**config.mk**
```make
export PLATFORM = sky130hd
export DESIGN_NAME = fetch_unit
export DESIGN_NICKNAME = d
export VERILOG_FILES = /design/src/rtl/fetch_unit.sv
export SDC_FILE = /design/constraint.sdc
export NUM_CORES = 1
export LEC_CHECK = 0
export BUFFER_PORTS_ARGS = -buffer_cell sky130_fd_sc_hd__buf_2
export CAP_MARGIN = 20
export CELL_PAD_IN_SITES_DETAIL_PLACEMENT = 1
export CELL_PAD_IN_SITES_GLOBAL_PLACEMENT = 2
export CORE_ASPECT_RATIO = 1.1
export CORE_MARGIN = 10
export CORE_UTILIZATION = 35
export CTS_CLUSTER_SIZE = 28
export DETAILED_ROUTE_END_ITERATION = 8
export PLACE_DENSITY_LB_ADDON = 0.1
export SLEW_MARGIN = 15
export SYNTH_ARGS = -nofsm -noshare
export SYNTH_HDL_FRONTEND = slang
export SYNTH_SLANG_ARGS = --single-unit
```
**constraint.sdc**
```tcl
create_clock -name clk -period 11.1 [get_ports clk]
set_input_delay 0.555 -clock clk [delete_from_list [all_inputs] [get_ports clk]]
set_output_delay 0.555 -clock clk [all_outputs]
set_load 0.005 [all_outputs]
```
**src/rtl/fetch_unit.sv**
```systemverilog
`default_nettype none
// ============================================================================
// Module  : fetch_unit
// Brief   : PC-driven instruction fetch with in-order imem handshake, redirect
//           flush and a small instruction queue. Optional macro FETCH_BYPASS_EN
//           forwards a response straight to decode when the queue is empty.
// Revision: 1.0 - initial release
// ============================================================================
module fetch_unit #(
  parameter int unsigned QDEPTH = 2
) (
  input  logic        clk,
  input  logic        reset,
  input  logic [31:0] addr,
  output logic [31:0] nextPC,
  input  logic        redirect,
  input  logic [31:0] redirectPC,
  output logic        imem_req_valid,
  input  logic        imem_req_ready,
  output logic [31:0] imem_req_addr,
  input  logic        imem_rsp_valid,
  input  logic [31:0] imem_rsp_data,
  output logic        out_valid,
  input  logic        out_ready,
  output logic [31:0] out_instr,
  output logic [31:0] out_pc
);

  localparam int unsigned C_PTR_W = $clog2(QDEPTH);
  localparam int unsigned C_CNT_W = C_PTR_W + 1;

  typedef enum logic [1:0] {
    IDLE = 2'd0,
    REQ  = 2'd1,
    WAIT = 2'd2,
    DROP = 2'd3
  } state_e;

  state_e               state_q, state_d;
  logic [31:0]          req_pc_q, req_pc_d;
  logic [C_CNT_W-1:0]   cnt_q, cnt_d;
  logic [C_PTR_W-1:0]   head_q, head_d;
  logic [C_PTR_W-1:0]   tail_q, tail_d;
  logic [31:0]          instr_mem_q [QDEPTH];
  logic [31:0]          pc_mem_q    [QDEPTH];

  logic w_outstanding;
  logic w_hs;
  logic w_rsp_wait;
  logic w_byp;
  logic w_q_valid;
  logic w_enq;
  logic w_deq;
  logic w_space_now;
  logic w_space_after;
  logic w_unused_rpc;

  assign w_unused_rpc  = &{1'b0, redirectPC[1:0]};

  assign w_outstanding = (state_q == WAIT) || (state_q == DROP);
  assign imem_req_valid = (state_q == REQ) && !redirect && !reset;
  assign imem_req_addr  = addr;
  assign w_hs           = imem_req_valid && imem_req_ready;

  // Only a response for a live request in WAIT is kept; DROP/IDLE/REQ ignore it.
  assign w_rsp_wait = (state_q == WAIT) && imem_rsp_valid && !redirect && !reset;
  assign w_q_valid  = (cnt_q != '0);

`ifdef FETCH_BYPASS_EN
  assign w_byp = w_rsp_wait && !w_q_valid;
`else
  assign w_byp = 1'b0;
`endif

  assign out_valid = !reset && (w_q_valid || w_byp);
  assign out_instr = w_q_valid ? instr_mem_q[head_q] : imem_rsp_data;
  assign out_pc    = w_q_valid ? pc_mem_q[head_q]    : req_pc_q;

  assign w_deq = !reset && w_q_valid && out_ready;
  assign w_enq = w_rsp_wait && !(w_byp && out_ready);

  assign w_space_now   = (cnt_q + C_CNT_W'(w_outstanding)) < C_CNT_W'(QDEPTH);
  assign w_space_after = cnt_d < C_CNT_W'(QDEPTH);

  always_comb begin
    if (reset) begin
      nextPC = 32'h0000_0000;
    end else if (redirect) begin
      nextPC = {redirectPC[31:2], 2'b00};
    end else if (w_hs) begin
      nextPC = addr + 32'd4;
    end else begin
      nextPC = addr;
    end
  end

  always_comb begin
    req_pc_d = w_hs ? addr : req_pc_q;
    head_d   = head_q;
    tail_d   = tail_q;
    cnt_d    = cnt_q;
    if (redirect) begin
      head_d = '0;
      tail_d = '0;
      cnt_d  = '0;
    end else begin
      if (w_enq) tail_d = tail_q + 1'b1;
      if (w_deq) head_d = head_q + 1'b1;
      cnt_d = cnt_q + C_CNT_W'(w_enq) - C_CNT_W'(w_deq);
    end
  end

  always_comb begin
    state_d = state_q;
    unique case (state_q)
      IDLE:    if (w_space_now) state_d = REQ;
      REQ:     if (w_hs) state_d = WAIT;
      WAIT:    if (imem_rsp_valid) state_d = w_space_after ? REQ : IDLE;
      DROP:    if (imem_rsp_valid) state_d = REQ;
      default: state_d = IDLE;
    endcase
    // A request still in flight must be drained before refetching.
    if (redirect) begin
      state_d = (w_outstanding && !imem_rsp_valid) ? DROP : REQ;
    end
  end

  always_ff @(posedge clk) begin
    if (reset) begin
      state_q  <= IDLE;
      req_pc_q <= 32'h0000_0000;
      cnt_q    <= '0;
      head_q   <= '0;
      tail_q   <= '0;
    end else begin
      state_q  <= state_d;
      req_pc_q <= req_pc_d;
      cnt_q    <= cnt_d;
      head_q   <= head_d;
      tail_q   <= tail_d;
    end
  end

  always_ff @(posedge clk) begin
    if (w_enq) begin
      instr_mem_q[tail_q] <= imem_rsp_data;
      pc_mem_q[tail_q]    <= req_pc_q;
    end
  end

endmodule
`default_nettype wire

```
Word-level counts from Yosys, hierarchy flattened. Memory sizes are Yosys's and may differ from the RTL's. A register that Yosys moved wholly into a read port is not among the register bits. Index checks and enable logic that the tools add are counted.

Flip-flop bits (word level): 38. Latch bits: 0. RAM bits: 128. ROM bits: 0. Output and inout bits: 130. Memories kept: 2.

$add $sub $neg: 6. Multiply operators: 0. Divide/modulo/power cells: 0. $lt $le $gt $ge: 2. Equality and inequality tests: 7. Shifts and indexed selects: 0. Muxes and demuxes: 20. Bitwise logic cells: 0. Reduce and logical (&&, ||, !) cells: 17.

Memory list: instr_mem_q (words 2, width 32, read ports 1, clocked after memory_dff 1, wr ports 1, line 44) `logic [31:0] instr_mem_q [QDEPTH];`; pc_mem_q (words 2, width 32, read ports 1, clocked after memory_dff 1, wr ports 1, line 45) `logic [31:0] pc_mem_q [QDEPTH];`.

Operator list (count): $mux 32 (5); $add 32x3->32 const B (1); $mux 2 (7); $ne 3x3->1 const B (4); $logic_and 1x1->1 (9); $pmux 2 s4 (1); $mux 1 (7); $add 2x1->2 (2); $eq 2x2->1 const B (2); $lt 2x2->1 const B (2); $reduce_and 4->1 (1); $logic_not 1->1 (3); $add 1x1->1 const B (2); $eq 2x1->1 const B (1); $logic_not 2->1 (1); $reduce_bool 2->1 (1); $reduce_or 2->1 (1); $sub 2x1->2 (1); $logic_or 1x1->1 (1).

Longest topological paths before layout.
Depth in word-level cells: 12. Mapped depth: 11.

Worst setup path after synthesis. No wires, ideal clock.

Path kind: in2reg. From: in reset. To: mem instr_mem_q[0][0], enable pin. Library setup time: 0.486 ns. Data arrival time: 4.052 ns. Data required time: 10.614 ns. Setup slack: 6.562 ns. Stages on the path: 5. Path buffers: 1. Path through: or2_2 > clkbuf_1 > nor3_1 > inv_1 > nor2_1.

Cells in the longest elaborated chain, start to end: 4.

Ends and longest elaborated chain: start: declaration (line 13) `input logic reset,`; $logic_not 1->1 (line 66) `assign w_rsp_wait = (state_q == WAIT) && imem_rsp_valid && !redirect && !reset;`; $logic_and 1x1->1 (line 66); $mux 1 (line 145) `if (w_enq) begin`; $mux 1 (implied by the code) (line 146) `instr_mem_q[tail_q] <= imem_rsp_data;`; end: declaration (line 44).

Every way passes these cells.

Worst setup path after layout.
From: in reset. To: out nextPC[22].

Cells in the longest elaborated chain, start to end: 6.

Ends and longest elaborated chain: $logic_not 1->1 (line 61) `assign imem_req_valid = (state_q == REQ) && !redirect && !reset;`; $logic_and 1x1->1 (line 61); $logic_and 1x1->1 (line 63) `assign w_hs = imem_req_valid && imem_req_ready;`; $mux 32 (line 90) `end else if (w_hs) begin`; $mux 32 (line 88) `end else if (redirect) begin`; $mux 32 (*) (line 86) `if (reset) begin`; end: declaration (line 15) `output logic [31:0] nextPC,`.

Mark *: on every way between the ends. The rest lies on a longest branch, timed or not.

==> impl_metrics.yaml <==
logic_synthesis:
  synthSimpleGateAreaFrac: 0.151
  synth_top_family_by_area: "simple AND/OR/NAND/NOR gates"
  ys_seq_area_frac: 0.580
  synth_compound_area_frac: 0.0930
  synth_warnings: 0
  synthXorXnorAreaFrac: 0.0297
  avgSynthCellArea_um2: 10.9
  synth-edff-count: 128
  synth_adder_area_share: 0.00471
  async_reset_ff_frac: 0
  synth_top_area_cell: "edfxtp_1"
  synth_common_cells: "edfxtp_1, nor2_1, a21oi_1"
  synth_top_cell_area_share: 0.482
  synth.distinct_cells: 42
  mappedNetlistArea_mm2: 0.00797
  yosys-top-cells-area: "edfxtp_1, dfxtp_1, mux2i_1"
  syn_nets: 838
  synth_ff_type: "edfxtp_1"
  synth_mux_area_frac: 0.0856
  synthCells: 733
  yosysMostFrequentCell: "edfxtp_1"
  synth-seq-cells: 167
sta:
  period_needed_ns: 3.78
  slew_headroom: 0.378
  skew_ns: 0.0114
  finalSetupViolCount: 0
  hold_violations: 0
  setup_slack_ns: 7.32
  drv_slew: 0
  fin_setup_tns_ns: 0
  rsz0062_at_grt: "false"
  tightest_slew_ns: 0.934
  fin_crit_sh: 0.340
  fmax_mhz: 265
critical_path:
  cp.required_ns: 10.55
  critPathCaptureType: "primary output"
  cp_common_cell: "buf_2"
  cp-startpoint: "reset"
  cp_num_cells: 8
  cp-start-kind: "input port"
  cpPeakStageDelay_ns: 0.80
  path_cells: "buf_2 > buf_4 > or3b_2 > nor4_2 > nand4_1 > xor2_1 > a211oi_1 > buf_2"
  crit_fanout: 69
  crit_type: "input port to primary output"
  arrival_ns: 3.22
  r2r_cells: 10
  slowest_stage: "nor4_2"
  crit_family: "simple AND/OR/NAND/NOR gates"
  crit_buf_inv: 3
  r2r-start: "cnt_q[1]$_SDFF_PP0_"
clock_tree:
  h-tree-depth: 4
  clockBufferDepth: 2
  clk_pin_slew_ns: 0.07
  ctsHoldBuffers: 0
  cts_made_buffers: 17
  cts_resized: 0
  clock_latency_ns: 0.41
  cts_root_buffer: "clkbuf_16"
  postCtsSetupBuffers: 0
  cts_tree: "done"
  cts.sinks: 167
finish:
  nNetsFinal: 1014
  finalInstanceArea_mm2: 0.00970
  diodes: 0
  drive_gt1_frac: 0.299
  area_growth_pct: 21.8
  finalNonFillerCells: 1217
placed_design:
  dpl_cell_area_mm2: 0.00916
  hpwl_um: 16000
  place_ws_ns: 7.30
  numPortBuffers: 229
  dp_cells: 1185
  gp_congestion: 0.731
grt:
  gr-usage-all-layers: 0.152
  grt_pass1_vias: 6415
  grt_max_degree: 70
  grt_overflow: 0
  antenna_found_initial: 0
  grt_pass1_wl_um: 35400
routing:
  via_count: 5878
  drc: 0
  drtAntennaViolNets: 0
  viasPerCell: 4.83
  wl_per_cell_um: 18.5
  first_iter_violations: 303
  drt_wl_total_um: 22500
  drtPass1Iterations: 4
floorplanning:
  die_w_um: 164
  die_area_mm2: 0.0292
  rows: 57
  die_height_um: 178
  start_util: 0.358
  num_io_pins: 232
  core-area_mm2: 0.0223
worst_hold_path:
  hp-start: "imem_rsp_data[10]"
  hp-class: "input port to flip-flop"
  min_delay_path_depth: 1
power_and_ir_drop:
  static-leakage-power_nw: 3.54
  irDropWorstVdd_uv: 93.4
  power_mw: 1.33
  p_per_area_mw_per_mm2: 137
flow_run:
  cap_violations: 0
outcome:
  status: "complete, no violations"
[where the power goes]
part           switching [mW]  total (mW)  internal (mW)
Clock                   0.241       0.544          0.303
Sequential            0.00522       0.680          0.674
Combinational          0.0593       0.106         0.0467
[per-layer routing]
layer  part of all wire  track usage  vias to the layer above
li1                   -            -                     2940
met1               0.46        0.194                     2753
met2               0.47        0.243                      174
met3              0.065       0.0433                       11
met4             0.0088       0.0484                        0
met5                  0            0                        -
[state kept, by name, summed over array words and instances (netlist names), named ones only]
register     flops
tail_q           1
head_q           1
cnt_q            2
instr_mem_q     64
pc_mem_q        64
req_pc_q        32
state_q          2
[through the flow]
stage | hold slack (ns) | utilization
after floorplan | 0.447 | -
after detailed placement | 0.468 | 0.412
after CTS | 0.321 | 0.436
after global routing | 0.329 | 0.436
final | 0.349 | 0.436
after global placement | 0.467 | 0.410
[kinds of logic after synthesis]
group,after synthesis
simple gates,249
flops,167
compound gates,134
buf+inv,85
mux,68
xor+xnor,27
fa+ha+maj,3
[placed cells by master, fill, tap and decap left out, drive strengths merged]
cell type  instances
nor3               6
o31ai              1
a211oi            16
inv               16
nand2             59
or4                3
a311oi             4
o22ai              1
nand4             10
edfxtp           128
o21ai             36
or3b               1
ha                 3
mux2i             67
clkbuf            20
buf              235
nand3b             1
xor2              10
dfxtp             39
nor2b              1
clkinv             2
nor4b              1
o21bai             1
and3               3
mux2               1
or2                2
nand3              8
or3                6
and4               4
and2               7
a221oi             1
nor2              98
a21oi             71
nor4               6
a31oi              2
a21o               1
nand4b             1
nand2b            32
xnor2             17
clkinvlp           1
[final timing paths]
path | endpoint | slack, ns
setup reg to reg | state_q[0]$_SDFFE_PP0P_ | 8.51
hold reg to reg | pc_mem_q[1][17]$_DFFE_PP_ | 0.49
hold / removal | instr_mem_q[0][10]$_DFFE_PP_ | 0.35
setup / recovery | nextPC[22] | 7.32
[area by class of cell]
class,count,area (um^2)
tap,295,369
clock buffer,20,458
timing repair buffer,235,1210
sequential,167,4630
fill,2581,12500
multi-input combinational,481,2920
inverter,7,26.3
clock inverter,12,86.3
Note: power is estimated with default switching activity, not from simulation.
